### src/rtl/id_ex_if.sv
// id_ex_if: bundle of ID-side inputs, MEM/WB forwarding sources and EX-side outputs
// for the id_ex_stage pipeline register.
`default_nettype none

interface id_ex_if;
    logic        id_valid;
    logic        id_rf_we;
    logic        id_ram_we;
    logic        id_alub_sel;
    logic [1:0]  id_wd_sel;
    logic [2:0]  id_alu_op;
    logic [2:0]  id_br_op;
    logic [31:0] id_pc;
    logic [31:0] id_rD1;
    logic [31:0] id_rD2;
    logic [31:0] id_imm;
    logic [4:0]  id_rs1;
    logic [4:0]  id_rs2;
    logic [4:0]  id_rd;
    logic        mem_rf_we;
    logic        wb_rf_we;
    logic [4:0]  mem_rd;
    logic [4:0]  wb_rd;
    logic [31:0] mem_wd;
    logic [31:0] wb_wd;
    logic        hold;
    logic        flush;
    logic        stall;
    logic [31:0] ex_A;
    logic [31:0] ex_B;
    logic [31:0] ex_rs2_data;
    logic [31:0] ex_pc;
    logic [2:0]  ex_alu_op;
    logic [2:0]  ex_br_op;
    logic        ex_valid;
    logic        ex_rf_we;
    logic        ex_ram_we;
    logic [1:0]  ex_wd_sel;
    logic [4:0]  ex_rd;

    modport master (
        output id_valid, id_rf_we, id_ram_we, id_alub_sel, id_wd_sel, id_alu_op, id_br_op,
               id_pc, id_rD1, id_rD2, id_imm, id_rs1, id_rs2, id_rd,
               mem_rf_we, wb_rf_we, mem_rd, wb_rd, mem_wd, wb_wd, hold, flush,
        input  stall, ex_A, ex_B, ex_rs2_data, ex_pc, ex_alu_op, ex_br_op,
               ex_valid, ex_rf_we, ex_ram_we, ex_wd_sel, ex_rd
    );

    modport slave (
        input  id_valid, id_rf_we, id_ram_we, id_alub_sel, id_wd_sel, id_alu_op, id_br_op,
               id_pc, id_rD1, id_rD2, id_imm, id_rs1, id_rs2, id_rd,
               mem_rf_we, wb_rf_we, mem_rd, wb_rd, mem_wd, wb_wd, hold, flush,
        output stall, ex_A, ex_B, ex_rs2_data, ex_pc, ex_alu_op, ex_br_op,
               ex_valid, ex_rf_we, ex_ram_we, ex_wd_sel, ex_rd
    );
endinterface

`default_nettype wire

### src/rtl/id_ex_stage.sv
// ---------------------------------------------------------------------------
// id_ex_stage: ID/EX pipeline register with MEM/WB operand forwarding and
// load-use stall detection. Forwarding is enabled by macro ID_EX_FORWARD_EN.
// Revision: 1.0
// ---------------------------------------------------------------------------
`default_nettype none

module id_ex_stage #(
    parameter logic [31:0] RESET_PC = 32'h0000_0000
) (
    input  wire logic clk,
    input  wire logic rst,
    id_ex_if.slave    bus
);
    localparam logic [1:0] c_WD_LOAD = 2'b01;

    typedef struct packed {
        logic        valid;
        logic        rf_we;
        logic        ram_we;
        logic        alub_sel;
        logic [1:0]  wd_sel;
        logic [2:0]  alu_op;
        logic [2:0]  br_op;
        logic [31:0] pc;
        logic [31:0] rD1;
        logic [31:0] rD2;
        logic [31:0] imm;
        logic [4:0]  rs1;
        logic [4:0]  rs2;
        logic [4:0]  rd;
    } ex_regs_t;

    ex_regs_t    r_ex;
    ex_regs_t    w_id;
    logic        w_hazard;
    logic [31:0] w_op1;
    logic [31:0] w_op2;

    always_comb begin
        w_id          = '0;
        w_id.valid    = bus.id_valid;
        w_id.rf_we    = bus.id_rf_we;
        w_id.ram_we   = bus.id_ram_we;
        w_id.alub_sel = bus.id_alub_sel;
        w_id.wd_sel   = bus.id_wd_sel;
        w_id.alu_op   = bus.id_alu_op;
        w_id.br_op    = bus.id_br_op;
        w_id.pc       = bus.id_pc;
        w_id.rD1      = bus.id_rD1;
        w_id.rD2      = bus.id_rD2;
        w_id.imm      = bus.id_imm;
        w_id.rs1      = bus.id_rs1;
        w_id.rs2      = bus.id_rs2;
        w_id.rd       = bus.id_rd;
    end

    // A bubble is all-zero: BR_NONE and x0 destination both encode as zero.
    always_ff @(posedge clk or posedge rst) begin
        if (rst) begin
            r_ex    <= '0;
            r_ex.pc <= RESET_PC;
        end else if (bus.flush) begin
            r_ex <= '0;
        end else if (!bus.hold) begin
            if (w_hazard) r_ex <= '0;
            else          r_ex <= w_id;
        end
    end

`ifdef ID_EX_FORWARD_EN
    always_comb begin
        w_hazard = r_ex.valid && (r_ex.wd_sel == c_WD_LOAD) && (r_ex.rd != 5'd0) &&
                   ((r_ex.rd == bus.id_rs1) || (r_ex.rd == bus.id_rs2)) && bus.id_valid;
    end

    // MEM wins over WB because it holds the younger result.
    always_comb begin
        w_op1 = r_ex.rD1;
        if (bus.mem_rf_we && (bus.mem_rd != 5'd0) && (bus.mem_rd == r_ex.rs1))
            w_op1 = bus.mem_wd;
        else if (bus.wb_rf_we && (bus.wb_rd != 5'd0) && (bus.wb_rd == r_ex.rs1))
            w_op1 = bus.wb_wd;
        w_op2 = r_ex.rD2;
        if (bus.mem_rf_we && (bus.mem_rd != 5'd0) && (bus.mem_rd == r_ex.rs2))
            w_op2 = bus.mem_wd;
        else if (bus.wb_rf_we && (bus.wb_rd != 5'd0) && (bus.wb_rd == r_ex.rs2))
            w_op2 = bus.wb_wd;
    end
`else
    logic w_hit1;
    logic w_hit2;
    logic w_unused;

    // Without bypassing, any in-flight writer of a source register blocks issue.
    always_comb begin
        w_hit1 = (bus.id_rs1 != 5'd0) &&
                 ((r_ex.rf_we   && (r_ex.rd    == bus.id_rs1)) ||
                  (bus.mem_rf_we && (bus.mem_rd == bus.id_rs1)) ||
                  (bus.wb_rf_we  && (bus.wb_rd  == bus.id_rs1)));
        w_hit2 = (bus.id_rs2 != 5'd0) &&
                 ((r_ex.rf_we   && (r_ex.rd    == bus.id_rs2)) ||
                  (bus.mem_rf_we && (bus.mem_rd == bus.id_rs2)) ||
                  (bus.wb_rf_we  && (bus.wb_rd  == bus.id_rs2)));
        w_hazard = bus.id_valid && (w_hit1 || w_hit2);
        w_op1    = r_ex.rD1;
        w_op2    = r_ex.rD2;
        w_unused = ^{bus.mem_wd, bus.wb_wd, r_ex.rs1, r_ex.rs2};
    end
`endif

    assign bus.stall       = w_hazard && !rst;
    assign bus.ex_A        = w_op1;
    assign bus.ex_rs2_data = w_op2;
    assign bus.ex_B        = r_ex.alub_sel ? r_ex.imm : w_op2;
    assign bus.ex_pc       = r_ex.pc;
    assign bus.ex_alu_op   = r_ex.alu_op;
    assign bus.ex_br_op    = r_ex.br_op;
    assign bus.ex_valid    = r_ex.valid;
    assign bus.ex_rf_we    = r_ex.rf_we;
    assign bus.ex_ram_we   = r_ex.ram_we;
    assign bus.ex_wd_sel   = r_ex.wd_sel;
    assign bus.ex_rd       = r_ex.rd;

endmodule

`default_nettype wire

### src/flat_wrapper.sv
// flat-port wrapper written by rule: the top's interface ports become plain ports
module id_ex_stage_flat 
#(
    parameter logic [31:0] RESET_PC = 32'h0000_0000
)
  (clk, rst, bus_id_valid, bus_id_rf_we, bus_id_ram_we, bus_id_alub_sel, bus_id_wd_sel, bus_id_alu_op, bus_id_br_op, bus_id_pc, bus_id_rD1, bus_id_rD2, bus_id_imm, bus_id_rs1, bus_id_rs2, bus_id_rd, bus_mem_rf_we, bus_wb_rf_we, bus_mem_rd, bus_wb_rd, bus_mem_wd, bus_wb_wd, bus_hold, bus_flush, bus_stall, bus_ex_A, bus_ex_B, bus_ex_rs2_data, bus_ex_pc, bus_ex_alu_op, bus_ex_br_op, bus_ex_valid, bus_ex_rf_we, bus_ex_ram_we, bus_ex_wd_sel, bus_ex_rd);
  id_ex_if bus_i ();
  input  wire logic clk;
  input  wire logic rst;
  input wire logic [$bits(bus_i.id_valid)-1:0] bus_id_valid;
  input wire logic [$bits(bus_i.id_rf_we)-1:0] bus_id_rf_we;
  input wire logic [$bits(bus_i.id_ram_we)-1:0] bus_id_ram_we;
  input wire logic [$bits(bus_i.id_alub_sel)-1:0] bus_id_alub_sel;
  input wire logic [$bits(bus_i.id_wd_sel)-1:0] bus_id_wd_sel;
  input wire logic [$bits(bus_i.id_alu_op)-1:0] bus_id_alu_op;
  input wire logic [$bits(bus_i.id_br_op)-1:0] bus_id_br_op;
  input wire logic [$bits(bus_i.id_pc)-1:0] bus_id_pc;
  input wire logic [$bits(bus_i.id_rD1)-1:0] bus_id_rD1;
  input wire logic [$bits(bus_i.id_rD2)-1:0] bus_id_rD2;
  input wire logic [$bits(bus_i.id_imm)-1:0] bus_id_imm;
  input wire logic [$bits(bus_i.id_rs1)-1:0] bus_id_rs1;
  input wire logic [$bits(bus_i.id_rs2)-1:0] bus_id_rs2;
  input wire logic [$bits(bus_i.id_rd)-1:0] bus_id_rd;
  input wire logic [$bits(bus_i.mem_rf_we)-1:0] bus_mem_rf_we;
  input wire logic [$bits(bus_i.wb_rf_we)-1:0] bus_wb_rf_we;
  input wire logic [$bits(bus_i.mem_rd)-1:0] bus_mem_rd;
  input wire logic [$bits(bus_i.wb_rd)-1:0] bus_wb_rd;
  input wire logic [$bits(bus_i.mem_wd)-1:0] bus_mem_wd;
  input wire logic [$bits(bus_i.wb_wd)-1:0] bus_wb_wd;
  input wire logic [$bits(bus_i.hold)-1:0] bus_hold;
  input wire logic [$bits(bus_i.flush)-1:0] bus_flush;
  output wire logic [$bits(bus_i.stall)-1:0] bus_stall;
  output wire logic [$bits(bus_i.ex_A)-1:0] bus_ex_A;
  output wire logic [$bits(bus_i.ex_B)-1:0] bus_ex_B;
  output wire logic [$bits(bus_i.ex_rs2_data)-1:0] bus_ex_rs2_data;
  output wire logic [$bits(bus_i.ex_pc)-1:0] bus_ex_pc;
  output wire logic [$bits(bus_i.ex_alu_op)-1:0] bus_ex_alu_op;
  output wire logic [$bits(bus_i.ex_br_op)-1:0] bus_ex_br_op;
  output wire logic [$bits(bus_i.ex_valid)-1:0] bus_ex_valid;
  output wire logic [$bits(bus_i.ex_rf_we)-1:0] bus_ex_rf_we;
  output wire logic [$bits(bus_i.ex_ram_we)-1:0] bus_ex_ram_we;
  output wire logic [$bits(bus_i.ex_wd_sel)-1:0] bus_ex_wd_sel;
  output wire logic [$bits(bus_i.ex_rd)-1:0] bus_ex_rd;
  assign bus_i.id_valid = bus_id_valid;
  assign bus_i.id_rf_we = bus_id_rf_we;
  assign bus_i.id_ram_we = bus_id_ram_we;
  assign bus_i.id_alub_sel = bus_id_alub_sel;
  assign bus_i.id_wd_sel = bus_id_wd_sel;
  assign bus_i.id_alu_op = bus_id_alu_op;
  assign bus_i.id_br_op = bus_id_br_op;
  assign bus_i.id_pc = bus_id_pc;
  assign bus_i.id_rD1 = bus_id_rD1;
  assign bus_i.id_rD2 = bus_id_rD2;
  assign bus_i.id_imm = bus_id_imm;
  assign bus_i.id_rs1 = bus_id_rs1;
  assign bus_i.id_rs2 = bus_id_rs2;
  assign bus_i.id_rd = bus_id_rd;
  assign bus_i.mem_rf_we = bus_mem_rf_we;
  assign bus_i.wb_rf_we = bus_wb_rf_we;
  assign bus_i.mem_rd = bus_mem_rd;
  assign bus_i.wb_rd = bus_wb_rd;
  assign bus_i.mem_wd = bus_mem_wd;
  assign bus_i.wb_wd = bus_wb_wd;
  assign bus_i.hold = bus_hold;
  assign bus_i.flush = bus_flush;
  assign bus_stall = bus_i.stall;
  assign bus_ex_A = bus_i.ex_A;
  assign bus_ex_B = bus_i.ex_B;
  assign bus_ex_rs2_data = bus_i.ex_rs2_data;
  assign bus_ex_pc = bus_i.ex_pc;
  assign bus_ex_alu_op = bus_i.ex_alu_op;
  assign bus_ex_br_op = bus_i.ex_br_op;
  assign bus_ex_valid = bus_i.ex_valid;
  assign bus_ex_rf_we = bus_i.ex_rf_we;
  assign bus_ex_ram_we = bus_i.ex_ram_we;
  assign bus_ex_wd_sel = bus_i.ex_wd_sel;
  assign bus_ex_rd = bus_i.ex_rd;
  id_ex_stage #(.RESET_PC(RESET_PC)) u_core (.clk(clk), .rst(rst), .bus(bus_i));
endmodule
### config.mk
export PLATFORM = sky130hd
export DESIGN_NAME = id_ex_stage_flat
export DESIGN_NICKNAME = d
export VERILOG_FILES = /design/src/rtl/id_ex_if.sv /design/src/rtl/id_ex_stage.sv /design/src/flat_wrapper.sv
export SDC_FILE = /design/constraint.sdc
export NUM_CORES = 1
export LEC_CHECK = 0
export CELL_PAD_IN_SITES_DETAIL_PLACEMENT = 0
export CELL_PAD_IN_SITES_GLOBAL_PLACEMENT = 2
export CORE_ASPECT_RATIO = 2
export CORE_MARGIN = 2
export CORE_UTILIZATION = 25
export DETAILED_ROUTE_END_ITERATION = 16
export PLACE_DENSITY_LB_ADDON = 0.1
export SYNTH_ARGS = -nofsm -noshare
export SYNTH_HDL_FRONTEND = slang
export SYNTH_SLANG_ARGS = --single-unit
### constraint.sdc
create_clock -name clk -period 15 [get_ports clk]
set_clock_uncertainty 0.2 [all_clocks]
set_input_delay 3 -clock clk [delete_from_list [all_inputs] [get_ports clk]]
set_output_delay 3 -clock clk [all_outputs]
set_load 0.005 [all_outputs]
==> results of run 1 <==
worst max-delay path, delay by kind of cell:
| family | cells | cell delay (ns) |
|---|---|---|
| buffers and inverters | 2 | 1.09 |
| AO/OA/AOI/OAI | 2 | 0.73 |
| AND/OR/NAND/NOR | 2 | 0.34 |
| XOR/XNOR | 1 | 0.30 |
state kept, by name, summed over array words and instances, names as in the netlist:
name,count
u_core.bus.ex_A,32
u_core.bus.ex_alu_op,3
u_core.bus.ex_br_op,3
u_core.bus.ex_pc,32
u_core.bus.ex_ram_we,1
u_core.bus.ex_rd,5
u_core.bus.ex_rf_we,1
u_core.bus.ex_rs2_data,32
u_core.bus.ex_valid,1
u_core.bus.ex_wd_sel,2
u_core.r_ex,33
cell usage after synthesis:
| cell type | count |
|---|---|
| sky130_fd_sc_hd__o32ai_1 | 2 |
| sky130_fd_sc_hd__a32oi_1 | 38 |
| sky130_fd_sc_hd__and3_1 | 1 |
| sky130_fd_sc_hd__nand4_1 | 6 |
| sky130_fd_sc_hd__buf_2 | 2 |
| sky130_fd_sc_hd__buf_1 | 5 |
| sky130_fd_sc_hd__o22ai_1 | 1 |
| sky130_fd_sc_hd__nor2_1 | 3 |
| sky130_fd_sc_hd__nor3_1 | 108 |
| sky130_fd_sc_hd__xor2_1 | 4 |
| sky130_fd_sc_hd__o41ai_2 | 140 |
| sky130_fd_sc_hd__clkbuf_1 | 89 |
| sky130_fd_sc_hd__inv_1 | 148 |
| sky130_fd_sc_hd__dfrtp_1 | 145 |
| sky130_fd_sc_hd__o41ai_1 | 5 |
| sky130_fd_sc_hd__or2_2 | 1 |
| sky130_fd_sc_hd__nand2_1 | 5 |
| sky130_fd_sc_hd__nor2b_1 | 1 |
| sky130_fd_sc_hd__buf_6 | 14 |
| sky130_fd_sc_hd__a31oi_1 | 106 |
| sky130_fd_sc_hd__a211o_1 | 2 |
| sky130_fd_sc_hd__xnor2_1 | 26 |
| sky130_fd_sc_hd__mux2_2 | 32 |
| sky130_fd_sc_hd__inv_2 | 1 |
| sky130_fd_sc_hd__buf_4 | 110 |
| sky130_fd_sc_hd__a221o_1 | 1 |
routing by layer:
layer	part of all wire (%)	vias up	global-route usage, %
met1	39	4156	20.8
met3	5.4	26	4.05
met4	1.3	2	5.00
met2	54	269	32.4
li1	-	3855	-
met5	0.042	-	0
worst max path at each step:
stage | start | endpoint | slack (ns) | cells past startpoint
after detailed placement | bus_id_rs1[4] | bus_stall | 6.33 | 7
after global routing | bus_id_rs2[1] | bus_stall | 6.22 | 7
after global placement | bus_id_rs2[1] | bus_stall | 6.27 | 7
after CTS | bus_id_rs1[4] | bus_stall | 6.33 | 7
final | bus_id_rs2[1] | bus_stall | 6.34 | 7
after floorplan | rst | bus_stall | 5.32 | 2
layout make-up:
class	instances	area share, %
diodes	2	0.0375
clock inverters	13	0.891
inverters	149	4.25
clock buffers	19	3.32
multi-input cells	482	34.8
well taps	530	4.97
repair buffers	330	24.5
flip-flops and latches	145	27.2
placed cells by master, fill, tap and decap left out, types with 2 or more instances in the layout:
master / count
sky130_fd_sc_hd__a31oi_1: 106
sky130_fd_sc_hd__clkdlybuf4s50_1: 312
sky130_fd_sc_hd__inv_8: 3
sky130_fd_sc_hd__xnor2_1: 26
sky130_fd_sc_hd__o41ai_1: 5
sky130_fd_sc_hd__clkbuf_8: 2
sky130_fd_sc_hd__diode_2: 2
sky130_fd_sc_hd__a211o_1: 2
sky130_fd_sc_hd__mux2_2: 32
sky130_fd_sc_hd__nor2_1: 2
sky130_fd_sc_hd__buf_4: 16
sky130_fd_sc_hd__inv_6: 6
sky130_fd_sc_hd__clkbuf_16: 17
sky130_fd_sc_hd__clkinvlp_4: 2
sky130_fd_sc_hd__nor3_1: 108
sky130_fd_sc_hd__o41ai_2: 140
sky130_fd_sc_hd__a32oi_1: 38
sky130_fd_sc_hd__nand2_1: 5
sky130_fd_sc_hd__dfrtp_1: 144
sky130_fd_sc_hd__o32ai_1: 2
sky130_fd_sc_hd__xor2_1: 4
sky130_fd_sc_hd__inv_1: 147
sky130_fd_sc_hd__nand4_1: 6
sky130_fd_sc_hd__clkinv_4: 3
power by group through the flow:
stage	Clock (mW)	Combinational, mW	Sequential [mW]
floorplan	0	0.198	0.449
global placement	0	0.324	0.463
detailed placement	0	0.325	0.463
CTS	0.451	0.326	0.456
global route	0.461	0.344	0.460
finish	0.429	0.319	0.455
cell families (layout without fill, tap and decap cells):
logic type      count (synthesis)  in the layout
simple gates                  125            125
flops                         145            145
compound gates                295            295
xor+xnor                       30             30
buf+inv                       369            511
mux                            32             32
other cells                     0              2
per-stage QoR:
stage | setup WS (ns) | std cells | util [%] | cell area, µm² | power, mW
finish | 6.34 | 1670 | 33.2 | 13300 | 1.20
detailed placement | 6.33 | 1636 | 31.8 | 12800 | 0.788
global placement | 6.27 | 1636 | 31.8 | 12800 | 0.787
CTS | 6.33 | 1668 | 33.2 | 13300 | 1.23
floorplan | 5.32 | 996 | - | 10200 | 0.647
global route | 6.22 | 1670 | 33.2 | 13300 | 1.26
==> report_table.html, run 1 <==
<table>
<tr><th>Metric</th><th>Value</th></tr>
<tr><th colspan="2">Status</th></tr>
<tr><td>Outcome</td><td>completed</td></tr>
<tr><th colspan="2">Worst setup path</th></tr>
<tr><td>CP most frequent cell</td><td>sky130_fd_sc_hd__clkdlybuf4s50_1</td></tr>
<tr><td>Sort of element at the end of the critical path</td><td>output port</td></tr>
<tr><td>FF-to-FF path depth</td><td>7</td></tr>
<tr><td>WP data required</td><td>11.80 ns</td></tr>
<tr><td>Reg2reg start</td><td>u_core.bus.ex_rd[1]</td></tr>
<tr><td>Slowest stage cell on the critical path</td><td>sky130_fd_sc_hd__clkdlybuf4s50_1</td></tr>
<tr><td>Arrival time at the worst endpoint</td><td>5.46 ns</td></tr>
<tr><td>Category of the critical setup timing path</td><td>in2out</td></tr>
<tr><td>Largest incremental delay on the critical path</td><td>0.57 ns</td></tr>
<tr><td>Cells traversed along the worst timing path</td><td>clkdlybuf4s50_1 &gt; xnor2_1 &gt; nand4_1 &gt; o32ai_1 &gt; a221o_4 &gt; and3_1 &gt; clkdlybuf4s50_1</td></tr>
<tr><td>Largest fanout on the critical path</td><td>12</td></tr>
<tr><td>R2r setup slk</td><td>11.38 ns</td></tr>
<tr><td>Worst flop-to-flop path endpoint</td><td>u_core.r_ex[16]</td></tr>
<tr><td>Worst Setup Start Kind</td><td>input pin</td></tr>
<tr><th colspan="2">STA</th></tr>
<tr><td>Share of the clock period used by the worst path</td><td>57.8%</td></tr>
<tr><td>Fmax</td><td>115 MHz</td></tr>
<tr><td>Number of max-slew violations in the final report</td><td>0</td></tr>
<tr><td>Worst hold margin</td><td>0.291 ns</td></tr>
<tr><td>Tmin final</td><td>8.66 ns</td></tr>
<tr><td>Least-Margin Pin Slew</td><td>1.08 ns</td></tr>
<tr><td>Worst slew margin</td><td>28.0%</td></tr>
<tr><td>Final hold viol count</td><td>0</td></tr>
<tr><td>RSZ-0062 raised after global routing</td><td>false</td></tr>
<tr><td>Final count of negative-setup-slack endpoints</td><td>0</td></tr>
<tr><td>Total Neg Setup Slack</td><td>0 ns</td></tr>
<tr><th colspan="2">Yosys</th></tr>
<tr><td>Xor/xnor cell area share of the yosys netlist</td><td>2.59%</td></tr>
<tr><td>Post-Syn Area per Cell</td><td>10.2 µm²</td></tr>
<tr><td>Post-synth net total</td><td>1,231</td></tr>
<tr><td>Combinational family with the most area after synthesis</td><td>compound AO/OA/AOI/OAI gates</td></tr>
<tr><td>Synthesis Warnings</td><td>0</td></tr>
<tr><td>Cell taking the most area after synthesis</td><td>sky130_fd_sc_hd__dfrtp_1</td></tr>
<tr><td>Fraction of the mapped netlist area in compound gates</td><td>33.2%</td></tr>
<tr><td>Count of distinct cell types in the synthesized netlist</td><td>26</td></tr>
<tr><td>Post-Syn Area</td><td>10,200 µm²</td></tr>
<tr><td>Area share of fa/ha/maj cells after synthesis</td><td>0%</td></tr>
<tr><td>Synthesis-stage register bit count</td><td>145</td></tr>
<tr><td>Synthesized-area fraction occupied by and/or/nand/nor cells</td><td>6.17%</td></tr>
<tr><td>Fraction of synthesized area in multiplexers</td><td>3.55%</td></tr>
<tr><td>Ranking of synthesized cells by area</td><td>sky130_fd_sc_hd__dfrtp_1 (36%), sky130_fd_sc_hd__o41ai_2 (22%), sky130_fd_sc_hd__buf_4 (8.1%)</td></tr>
<tr><td>Area share of the largest cell type after synthesis</td><td>35.7%</td></tr>
<tr><td>Sequential fraction of the synthesis area</td><td>35.7%</td></tr>
<tr><td>Cells after synthesis</td><td>996</td></tr>
<tr><th colspan="2">GRT</th></tr>
<tr><td>Total congestion overflow after global routing</td><td>0</td></tr>
<tr><td>Pin count of the biggest net entering global routing</td><td>99</td></tr>
<tr><td>Vias in the first global route</td><td>8,602</td></tr>
<tr><td>Wire length of the first global-routing pass</td><td>57.4 mm</td></tr>
<tr><td>All-Layer GR Usage</td><td>17.8%</td></tr>
<tr><td>Number of antenna violations at the first check in global routing</td><td>4</td></tr>
<tr><th colspan="2">Finish</th></tr>
<tr><td>Synth-to-layout area growth</td><td>31.4%</td></tr>
<tr><td>Area of the multi-input gates</td><td>4640 µm²</td></tr>
<tr><td>FF/Latch Area</td><td>3630 µm²</td></tr>
<tr><td>Total of fill cells in the finished design</td><td>4,152</td></tr>
<tr><td>Final net count</td><td>1,360</td></tr>
<tr><td>Fraction of layout cells with a size suffix above 1</td><td>20.0%</td></tr>
<tr><th colspan="2">Floorplanning</th></tr>
<tr><td># IOs</td><td>380</td></tr>
<tr><td>Initial cell density of the core</td><td>25.2%</td></tr>
<tr><td>Overall die width</td><td>146 µm</td></tr>
<tr><td>Core region area</td><td>40,200 µm²</td></tr>
<tr><td>Die height</td><td>289 µm</td></tr>
<tr><td>Die outline area</td><td>42,300 µm²</td></tr>
<tr><td>Standard-cell row count</td><td>104</td></tr>
<tr><th colspan="2">Drt</th></tr>
<tr><td>Number of search-and-repair iterations in the first detailed-routing pass</td><td>5</td></tr>
<tr><td>Routed len/inst</td><td>23.0 µm</td></tr>
<tr><td>Avg Vias per Cell</td><td>4.97</td></tr>
<tr><td>Drt first-iter violations</td><td>418</td></tr>
<tr><td>DRC violations left</td><td>0</td></tr>
<tr><td>Routed vias</td><td>8,308</td></tr>
<tr><td>Total routed wirelength</td><td>38.5 mm</td></tr>
<tr><td>Post-DRT Antenna Nets</td><td>0</td></tr>
<tr><th colspan="2">Clock network</th></tr>
<tr><td>Post-CTS Repair Setup Buffers</td><td>0</td></tr>
<tr><td>Clk sinks</td><td>145</td></tr>
<tr><td>Clock-pin slew of the registers on the worst-case setup and hold paths</td><td>0.06 ns</td></tr>
<tr><td>Number of cells upsized or downsized after cts</td><td>0</td></tr>
<tr><td>CTS tree</td><td>built</td></tr>
<tr><td>H-tree depth</td><td>4</td></tr>
<tr><td>Maximum number of buffers from clock root to sink</td><td>2</td></tr>
<tr><td>Root buf cell</td><td>sky130_fd_sc_hd__clkbuf_16</td></tr>
<tr><td>Hold bufs inserted after CTS</td><td>0</td></tr>
<tr><td>Clock insertion delay at the later pin of the skew report</td><td>0.43 ns</td></tr>
<tr><td>Number of buffers created by CTS</td><td>17</td></tr>
<tr><th colspan="2">Power and ir drop</th></tr>
<tr><td>Clock share of power</td><td>35.7%</td></tr>
<tr><td>Proportion of total power due to net switching</td><td>32.3%</td></tr>
<tr><td>Logic gate share of total power</td><td>26.5%</td></tr>
<tr><td>Internal power component</td><td>0.814 mW</td></tr>
<tr><td>Switching component of the power</td><td>0.388 mW</td></tr>
<tr><td>Sequential group share of total power</td><td>37.8%</td></tr>
<tr><td>Leak pwr</td><td>5.73 nW</td></tr>
<tr><td>Power density cells</td><td>90.2 nW/µm²</td></tr>
<tr><td>Peak ir drop on the vdd network</td><td>81.8 µV</td></tr>
<tr><th colspan="2">Hold path</th></tr>
<tr><td>Min-delay worst type</td><td>reg2reg</td></tr>
<tr><td>Sink of the worst hold path</td><td>u_core.bus.ex_ram_we</td></tr>
<tr><td>Min-Delay Startpoint</td><td>u_core.bus.ex_ram_we</td></tr>
<tr><td>Cells on Worst Hold Path</td><td>2</td></tr>
<tr><th colspan="2">Placed design</th></tr>
<tr><td>Port-buffer cells</td><td>315</td></tr>
<tr><td>HPWL Detailed</td><td>24.6 mm</td></tr>
<tr><td>Gp weighted congestion</td><td>0.765</td></tr>
<tr><th colspan="2">Flow run</th></tr>
<tr><td>Max-cap check violation count</td><td>0</td></tr>
</table>
No activity file was read; power rests on OpenSTA's default activity.
==> inputs of run 2 (changes only) <==
--- a/config.mk
+++ b/config.mk
@@ -9,7 +9,7 @@
 export CELL_PAD_IN_SITES_GLOBAL_PLACEMENT = 2
 export CORE_ASPECT_RATIO = 2
 export CORE_MARGIN = 2
-export CORE_UTILIZATION = 25
+export CORE_UTILIZATION = 24
 export DETAILED_ROUTE_END_ITERATION = 16
 export PLACE_DENSITY_LB_ADDON = 0.1
 export SYNTH_ARGS = -nofsm -noshare
==> constraint.sdc (replaced) <==
create_clock -name clk -period 6.97 [get_ports clk]
set_clock_uncertainty 0.2 [all_clocks]
set_input_delay 1.394 -clock clk [delete_from_list [all_inputs] [get_ports clk]]
set_output_delay 1.394 -clock clk [all_outputs]
set_load 0.005 [all_outputs]
==> run 2 against run 1 <==
  * Power up 120%
  * Die area up 4.1%
  * Critical path depth unchanged
  * First-iteration DRC count down 9.3%
  * Cell count up 0.72%
==> report_table.html, run 2 (synthesis gave the netlist of run 1 again) <==
<table>
<tr><th>Metric</th><th>Value</th></tr>
<tr><th colspan="2">Status</th></tr>
<tr><td>Outcome</td><td>completed</td></tr>
<tr><th colspan="2">Power and ir drop</th></tr>
<tr><td>Sequential group share of total power</td><td>36.5%</td></tr>
<tr><td>Clock share of power</td><td>37.9%</td></tr>
<tr><td>Leak pwr</td><td>5.75 nW</td></tr>
<tr><td>Power density cells</td><td>200 nW/µm²</td></tr>
<tr><td>Internal power component</td><td>1.85 mW</td></tr>
<tr><td>Peak ir drop on the vdd network</td><td>171 µV</td></tr>
<tr><td>Logic gate share of total power</td><td>25.6%</td></tr>
<tr><td>Switching component of the power</td><td>0.832 mW</td></tr>
<tr><td>Proportion of total power due to net switching</td><td>31.0%</td></tr>
<tr><th colspan="2">Finish</th></tr>
<tr><td>Core occupancy in the finished layout</td><td>32.1%</td></tr>
<tr><td>Commonest non-fill, non-tap cell in the layout</td><td>sky130_fd_sc_hd__clkdlybuf4s50_1</td></tr>
<tr><td>Synth-to-layout area growth</td><td>32.2%</td></tr>
<tr><td>Fraction of layout cells with a size suffix above 1</td><td>20.0%</td></tr>
<tr><td>Final net count</td><td>1,360</td></tr>
<tr><td>Total of fill cells in the finished design</td><td>4,375</td></tr>
<tr><td>Register containing the most flip-flops in the final layout</td><td>u_core.r_ex</td></tr>
<tr><td>Top library cells by usage in the layout, fill and taps aside</td><td>sky130_fd_sc_hd__clkdlybuf4s50_1 (312), sky130_fd_sc_hd__inv_1 (147), sky130_fd_sc_hd__dfrtp_1 (144), sky130_fd_sc_hd__o41ai_2 (140), sky130_fd_sc_hd__nor3_1 (108)</td></tr>
<tr><td>Max reg flops</td><td>33</td></tr>
<tr><th colspan="2">Drt</th></tr>
<tr><td>Avg Vias per Cell</td><td>4.99</td></tr>
<tr><td>Routed vias</td><td>8,392</td></tr>
<tr><td>Number of search-and-repair iterations in the first detailed-routing pass</td><td>5</td></tr>
<tr><td>DRC violations left</td><td>0</td></tr>
<tr><td>Routed len/inst</td><td>23.2 µm</td></tr>
<tr><td>Total routed wirelength</td><td>39.0 mm</td></tr>
<tr><td>Drt first-iter violations</td><td>379</td></tr>
<tr><td>Post-DRT Antenna Nets</td><td>0</td></tr>
<tr><th colspan="2">Clock network</th></tr>
<tr><td>Number of buffers created by CTS</td><td>17</td></tr>
<tr><td>Clock-pin slew of the registers on the worst-case setup and hold paths</td><td>0.06 ns</td></tr>
<tr><td>Post-CTS Repair Setup Buffers</td><td>0</td></tr>
<tr><td>Root buf cell</td><td>sky130_fd_sc_hd__clkbuf_16</td></tr>
<tr><td>Maximum number of buffers from clock root to sink</td><td>2</td></tr>
<tr><td>Number of cells upsized or downsized after cts</td><td>0</td></tr>
<tr><td>H-tree depth</td><td>4</td></tr>
<tr><td>Hold bufs inserted after CTS</td><td>0</td></tr>
<tr><td>CTS tree</td><td>built</td></tr>
<tr><td>Clk sinks</td><td>145</td></tr>
<tr><td>Clock insertion delay at the later pin of the skew report</td><td>0.44 ns</td></tr>
<tr><th colspan="2">Floorplanning</th></tr>
<tr><td>Standard-cell row count</td><td>106</td></tr>
<tr><td>Core region area</td><td>41,800 µm²</td></tr>
<tr><td># IOs</td><td>380</td></tr>
<tr><td>Die outline area</td><td>44,100 µm²</td></tr>
<tr><td>Die height</td><td>295 µm</td></tr>
<tr><td>Overall die width</td><td>149 µm</td></tr>
<tr><td>Initial cell density of the core</td><td>24.3%</td></tr>
<tr><th colspan="2">Worst setup path</th></tr>
<tr><td>Worst flop-to-flop path endpoint</td><td>u_core.bus.ex_pc[22]</td></tr>
<tr><td>Largest fanout on the critical path</td><td>4</td></tr>
<tr><td>Combined buffer and inverter count along the critical path</td><td>2</td></tr>
<tr><td>Worst Setup Start Kind</td><td>input pin</td></tr>
<tr><td>Largest incremental delay on the critical path</td><td>0.64 ns</td></tr>
<tr><td>FF-to-FF path depth</td><td>7</td></tr>
<tr><td>Cells traversed along the worst timing path</td><td>clkdlybuf4s50_1 &gt; xnor2_1 &gt; nand4_1 &gt; o32ai_1 &gt; a221o_4 &gt; and3_1 &gt; clkdlybuf4s50_1</td></tr>
<tr><td>Sort of element at the end of the critical path</td><td>output port</td></tr>
<tr><td>Slowest stage cell on the critical path</td><td>sky130_fd_sc_hd__clkdlybuf4s50_1</td></tr>
<tr><td>Crit path launch</td><td>bus_id_rs1[0]</td></tr>
<tr><td>Arrival time at the worst endpoint</td><td>3.51 ns</td></tr>
<tr><td>Cell family with most CP delay</td><td>buffers and inverters</td></tr>
<tr><td>Reg2reg start</td><td>u_core.bus.ex_rd[3]</td></tr>
<tr><td>WP data required</td><td>5.38 ns</td></tr>
<tr><td>Category of the critical setup timing path</td><td>in2out</td></tr>
<tr><td>CP most frequent cell</td><td>sky130_fd_sc_hd__clkdlybuf4s50_1</td></tr>
<tr><td>R2r setup slk</td><td>3.54 ns</td></tr>
<tr><th colspan="2">GRT</th></tr>
<tr><td>Total congestion overflow after global routing</td><td>0</td></tr>
<tr><td>All-Layer GR Usage</td><td>17.5%</td></tr>
<tr><td>Pin count of the biggest net entering global routing</td><td>153</td></tr>
<tr><td>Number of antenna violations at the first check in global routing</td><td>5</td></tr>
<tr><td>Wire length of the first global-routing pass</td><td>58.5 mm</td></tr>
<tr><td>Vias in the first global route</td><td>8,746</td></tr>
<tr><th colspan="2">Flow run</th></tr>
<tr><td>Max-cap check violation count</td><td>0</td></tr>
<tr><th colspan="2">STA</th></tr>
<tr><td>Final hold viol count</td><td>0</td></tr>
<tr><td>Final count of negative-setup-slack endpoints</td><td>0</td></tr>
<tr><td>Tmin final</td><td>5.10 ns</td></tr>
<tr><td>Total Neg Setup Slack</td><td>0 ns</td></tr>
<tr><td>Share of the clock period used by the worst path</td><td>73.2%</td></tr>
<tr><td>RSZ-0062 raised after global routing</td><td>false</td></tr>
<tr><td>Least-Margin Pin Slew</td><td>1.10 ns</td></tr>
<tr><td>Worst slew margin</td><td>26.7%</td></tr>
<tr><td>Crit path setup slack, layout</td><td>1.87 ns</td></tr>
<tr><td>Fmax</td><td>196 MHz</td></tr>
<tr><td>Number of max-slew violations in the final report</td><td>0</td></tr>
<tr><th colspan="2">Hold path</th></tr>
<tr><td>Min-Delay Startpoint</td><td>u_core.r_ex[46]</td></tr>
<tr><td>Min-delay worst type</td><td>reg2reg</td></tr>
<tr><td>Sink of the worst hold path</td><td>u_core.r_ex[46]</td></tr>
<tr><td>Cells on Worst Hold Path</td><td>2</td></tr>
<tr><th colspan="2">Placed design</th></tr>
<tr><td>HPWL Detailed</td><td>24.1 mm</td></tr>
<tr><td>Worst setup slack before clock tree synthesis</td><td>1.84 ns</td></tr>
<tr><td>Gp weighted congestion</td><td>0.733</td></tr>
<tr><td>Port-buffer cells</td><td>315</td></tr>
</table>
-- run 2: metrics by stage --
| stage | instances | hold WS (ns) | area [µm²] | total power, mW |
|---|---|---|---|---|
| after global routing | 1682 | 0.308 | 13400 | 2.82 |
| after global placement | 1646 | 0.260 | 12800 | 1.70 |
| final | 1682 | 0.283 | 13400 | 2.69 |
| after CTS | 1678 | 0.291 | 13400 | 2.75 |
| after floorplan | 996 | 0.253 | 10200 | 1.39 |
| after detailed placement | 1646 | 0.279 | 12800 | 1.70 |
-- run 2: how the worst max path moves through the flow --
stage / slack, ns / endpoint / cells past startpoint
floorplan: 0.50 / bus_stall / 2
global placement: 1.79 / bus_stall / 7
detailed placement: 1.84 / bus_stall / 7
CTS: 1.83 / bus_stall / 7
global route: 1.72 / bus_stall / 7
finish: 1.87 / bus_stall / 7
-- run 2: power by group through the flow --
stage / combinational (mW) / sequential (mW) / clock, mW
after global placement: 0.700 / 0.996 / 0
after global routing: 0.741 / 0.991 / 1.09
final: 0.688 / 0.980 / 1.02
after CTS: 0.705 / 0.981 / 1.06
after floorplan: 0.427 / 0.966 / 0
after detailed placement: 0.702 / 0.996 / 0
-- run 2: worst min-delay path, delay by kind of cell, from the launching register on --
family,cells,cell delay (ns)
flops,1,0.34
compound gates,2,0.12
-- run 2: metal layers --
| layer | track usage (%) | vias to the layer above | routed length [µm] |
|---|---|---|---|
| met1 | 21.1 | 4226 | 16000 |
| met4 | 6.06 | 0 | 866 |
| met5 | 0 | - | 0 |
| met3 | 3.65 | 37 | 2160 |
| met2 | 30.4 | 275 | 20000 |
| li1 | - | 3854 | - |
-- run 2: final cells by class --
cell class                 count  area [µm²]  share of cell area, %
multi-input combinational    482        4640                   34.5
sequential                   145        3630                   27.0
timing repair buffer         330        3280                   24.5
tap                          540         676                   5.03
inverter                     149         567                   4.22
clock buffer                  19         443                   3.30
clock inverter                13         175                   1.31
antenna                        4        10.0                 0.0746
==> inputs of run 3 (changes only) <==
--- a/config.mk
+++ b/config.mk
@@ -9,7 +9,7 @@
 export CELL_PAD_IN_SITES_GLOBAL_PLACEMENT = 2
 export CORE_ASPECT_RATIO = 2
 export CORE_MARGIN = 2
-export CORE_UTILIZATION = 24
+export CORE_UTILIZATION = 25
 export DETAILED_ROUTE_END_ITERATION = 16
 export PLACE_DENSITY_LB_ADDON = 0.1
 export SYNTH_ARGS = -nofsm -noshare
==> constraint.sdc (replaced) <==
create_clock -name clk -period 5.32 [get_ports clk]
set_clock_uncertainty 0.2 [all_clocks]
set_input_delay 1.064 -clock clk [delete_from_list [all_inputs] [get_ports clk]]
set_output_delay 1.064 -clock clk [all_outputs]
set_load 0.005 [all_outputs]
==> run 3 against run 2 <==
  * Global-route usage is 0.56 points higher
  * Final area is 0.12% lower
  * Core utilization is 1.2 points higher
  * Cell count is 0.59% lower
  * Flip-flop and latch count stayed put
==> report_table.html, run 3 (synthesis gave the netlist of run 1 again) <==
<table>
<tr><th>Metric</th><th>Value</th></tr>
<tr><th colspan="2">Status</th></tr>
<tr><td>Outcome</td><td>completed</td></tr>
<tr><th colspan="2">Placed design</th></tr>
<tr><td>Gp weighted congestion</td><td>0.762</td></tr>
<tr><td>HPWL Detailed</td><td>23.8 mm</td></tr>
<tr><td>Port-buffer cells</td><td>315</td></tr>
<tr><td>Cell count after placement</td><td>1,634</td></tr>
<tr><th colspan="2">STA</th></tr>
<tr><td>Final hold viol count</td><td>0</td></tr>
<tr><td>Worst slew margin</td><td>27.8%</td></tr>
<tr><td>RSZ-0062 raised after global routing</td><td>false</td></tr>
<tr><td>Fmax</td><td>214 MHz</td></tr>
<tr><td>Share of the clock period used by the worst path</td><td>88.0%</td></tr>
<tr><td>Final count of negative-setup-slack endpoints</td><td>0</td></tr>
<tr><td>Total Neg Setup Slack</td><td>0 ns</td></tr>
<tr><td>Least-Margin Pin Slew</td><td>1.08 ns</td></tr>
<tr><td>Tmin final</td><td>4.68 ns</td></tr>
<tr><td>Number of max-slew violations in the final report</td><td>0</td></tr>
<tr><th colspan="2">Finish</th></tr>
<tr><td>Max reg flops</td><td>33</td></tr>
<tr><td>Commonest non-fill, non-tap cell in the layout</td><td>sky130_fd_sc_hd__clkdlybuf4s50_1</td></tr>
<tr><td>Total of fill cells in the finished design</td><td>4,173</td></tr>
<tr><td>Final net count</td><td>1,358</td></tr>
<tr><td>Final cell count without fillers</td><td>1,672</td></tr>
<tr><td>Register containing the most flip-flops in the final layout</td><td>u_core.r_ex</td></tr>
<tr><td>Synth-to-layout area growth</td><td>32.0%</td></tr>
<tr><td>Top library cells by usage in the layout, fill and taps aside</td><td>sky130_fd_sc_hd__clkdlybuf4s50_1 (312), sky130_fd_sc_hd__inv_1 (147), sky130_fd_sc_hd__dfrtp_1 (144), sky130_fd_sc_hd__o41ai_2 (140), sky130_fd_sc_hd__nor3_1 (108)</td></tr>
<tr><td>Fraction of layout cells with a size suffix above 1</td><td>20.0%</td></tr>
<tr><th colspan="2">Drt</th></tr>
<tr><td>Drt first-iter violations</td><td>421</td></tr>
<tr><td>Routed len/inst</td><td>23.1 µm</td></tr>
<tr><td>Post-DRT Antenna Nets</td><td>0</td></tr>
<tr><td>Total routed wirelength</td><td>38.6 mm</td></tr>
<tr><td>Routed vias</td><td>8,483</td></tr>
<tr><td>Avg Vias per Cell</td><td>5.07</td></tr>
<tr><td>Number of search-and-repair iterations in the first detailed-routing pass</td><td>4</td></tr>
<tr><td>DRC violations left</td><td>0</td></tr>
<tr><th colspan="2">Clock network</th></tr>
<tr><td>Root buf cell</td><td>sky130_fd_sc_hd__clkbuf_16</td></tr>
<tr><td>H-tree depth</td><td>4</td></tr>
<tr><td>Clock-pin slew of the registers on the worst-case setup and hold paths</td><td>0.06 ns</td></tr>
<tr><td>Clock insertion delay at the later pin of the skew report</td><td>0.44 ns</td></tr>
<tr><td>CTS tree</td><td>built</td></tr>
<tr><td>Post-CTS Repair Setup Buffers</td><td>0</td></tr>
<tr><td>Number of cells upsized or downsized after cts</td><td>0</td></tr>
<tr><td>Number of buffers created by CTS</td><td>17</td></tr>
<tr><td>Hold bufs inserted after CTS</td><td>0</td></tr>
<tr><td>Clk sinks</td><td>145</td></tr>
<tr><td>Maximum number of buffers from clock root to sink</td><td>2</td></tr>
<tr><th colspan="2">Floorplanning</th></tr>
<tr><td>Die outline area</td><td>42,300 µm²</td></tr>
<tr><td>Standard-cell row count</td><td>104</td></tr>
<tr><td>Die height</td><td>289 µm</td></tr>
<tr><td>Core region area</td><td>40,200 µm²</td></tr>
<tr><td>Overall die width</td><td>146 µm</td></tr>
<tr><td># IOs</td><td>380</td></tr>
<tr><td>Initial cell density of the core</td><td>25.2%</td></tr>
<tr><th colspan="2">GRT</th></tr>
<tr><td>Total congestion overflow after global routing</td><td>0</td></tr>
<tr><td>Busiest metal layer after global routing</td><td>met2</td></tr>
<tr><td>Vias in the first global route</td><td>8,777</td></tr>
<tr><td>All-Layer GR Usage</td><td>18.0%</td></tr>
<tr><td>GR Layer Usage met3</td><td>3.50%</td></tr>
<tr><td>Number of antenna violations at the first check in global routing</td><td>7</td></tr>
<tr><td>Pin count of the biggest net entering global routing</td><td>146</td></tr>
<tr><td>Wire length of the first global-routing pass</td><td>58.9 mm</td></tr>
<tr><td>Global-route track usage on met2</td><td>32.4%</td></tr>
<tr><td>Met1 Use GR</td><td>21.5%</td></tr>
<tr><th colspan="2">Worst setup path</th></tr>
<tr><td>Combined buffer and inverter count along the critical path</td><td>2</td></tr>
<tr><td>Largest fanout on the critical path</td><td>4</td></tr>
<tr><td>Worst flop-to-flop path endpoint</td><td>u_core.bus.ex_pc[1]</td></tr>
<tr><td>WP data required</td><td>4.06 ns</td></tr>
<tr><td>Cell family with most CP delay</td><td>buffers and inverters</td></tr>
<tr><td>R2r setup slk</td><td>1.85 ns</td></tr>
<tr><td>Cells traversed along the worst timing path</td><td>clkdlybuf4s50_1 &gt; xnor2_1 &gt; nand4_1 &gt; o32ai_1 &gt; a221o_4 &gt; and3_1 &gt; clkdlybuf4s50_1</td></tr>
<tr><td>Reg2reg start</td><td>u_core.bus.ex_rd[1]</td></tr>
<tr><td>Sort of element at the end of the critical path</td><td>output port</td></tr>
<tr><td>Slowest stage cell on the critical path</td><td>sky130_fd_sc_hd__clkdlybuf4s50_1</td></tr>
<tr><td>Category of the critical setup timing path</td><td>in2out</td></tr>
<tr><td>FF-to-FF path depth</td><td>7</td></tr>
<tr><td>Arrival time at the worst endpoint</td><td>3.42 ns</td></tr>
<tr><td>CP most frequent cell</td><td>sky130_fd_sc_hd__clkdlybuf4s50_1</td></tr>
<tr><td>Largest incremental delay on the critical path</td><td>0.65 ns</td></tr>
<tr><td>Worst Setup Start Kind</td><td>input pin</td></tr>
<tr><th colspan="2">Power and ir drop</th></tr>
<tr><td>Sequential group share of total power</td><td>37.3%</td></tr>
<tr><td>Peak ir drop on the vdd network</td><td>224 µV</td></tr>
<tr><td>Power density cells</td><td>256 nW/µm²</td></tr>
<tr><td>Proportion of total power due to net switching</td><td>31.9%</td></tr>
<tr><td>Clock share of power</td><td>36.3%</td></tr>
<tr><td>Leak pwr</td><td>5.74 nW</td></tr>
<tr><td>Internal power component</td><td>2.34 mW</td></tr>
<tr><td>Switching component of the power</td><td>1.10 mW</td></tr>
<tr><td>Logic gate share of total power</td><td>26.4%</td></tr>
<tr><th colspan="2">Hold path</th></tr>
<tr><td>Cells on Worst Hold Path</td><td>2</td></tr>
<tr><td>Sink of the worst hold path</td><td>u_core.bus.ex_pc[12]</td></tr>
<tr><td>Min-delay worst type</td><td>reg2reg</td></tr>
<tr><td>Min-Delay Startpoint</td><td>u_core.bus.ex_pc[12]</td></tr>
<tr><th colspan="2">Flow run</th></tr>
<tr><td>Max-cap check violation count</td><td>0</td></tr>
</table>
[run 3: area by class of cell]
cell class	instances	area (µm²)	share of cell area [%]
well taps	530	663	4.95
flip-flops and latches	145	3630	27.1
diodes	6	15.0	0.112
clock inverters	14	144	1.07
repair buffers	328	3310	24.7
multi-input cells	482	4640	34.6
inverters	149	566	4.22
clock buffers	18	439	3.28
[run 3: metrics by stage]
stage	total power [mW]	hold WS (ns)	setup slack [ns]	instance area, µm²	util, %
3_3_place_gp	2.22	0.270	0.558	12800	31.9
2_1_floorplan	1.83	0.253	0.328	10200	-
4_1_cts	3.52	0.293	0.576	13400	33.3
3_5_place_dp	2.23	0.277	0.546	12800	31.9
6_report	3.44	0.287	0.638	13400	33.3
5_1_grt	3.63	0.302	0.502	13400	33.3
[run 3: worst reg2reg max path, cell delays in order (launching register included)]
cell and delay (ns):
sky130_fd_sc_hd__dfrtp_1 0.44, sky130_fd_sc_hd__xnor2_1 0.25, sky130_fd_sc_hd__nand4_1 0.13, sky130_fd_sc_hd__o32ai_1 0.32
sky130_fd_sc_hd__a221o_4 0.27, sky130_fd_sc_hd__buf_12 0.54, sky130_fd_sc_hd__buf_4 0.98, sky130_fd_sc_hd__o41ai_2 0.21
[run 3: metal layers]
metal / wire length [µm] / vias up
met2: 20800 / 262
met4: 512 / 2
met1: 15600 / 4347
li1: - / 3846
met5: 11 / -
met3: 1690 / 26
[run 3: how the worst max path moves through the flow]
stage                                endpoint  cells after the start           from  slack (ns)
after detailed placement  u_core.bus.ex_pc[1]                      8  bus_id_rs1[4]        0.55
after global placement    u_core.bus.ex_A[11]                      8  bus_id_rs1[4]        0.56
after floorplan                     bus_stall                      2            rst        0.33
after CTS                           bus_stall                      7  bus_id_rs1[4]        0.58
final                               bus_stall                      7  bus_id_rs1[4]        0.64
after global routing                bus_stall                      7  bus_id_rs1[0]        0.50
[run 3: power groups by stage]
stage / logic [mW] / registers [mW] / clock network [mW]
floorplan: 0.559 / 1.27 / 0
global placement: 0.920 / 1.30 / 0
global route: 0.977 / 1.30 / 1.35
finish: 0.906 / 1.28 / 1.25
detailed placement: 0.924 / 1.30 / 0
CTS: 0.927 / 1.28 / 1.31
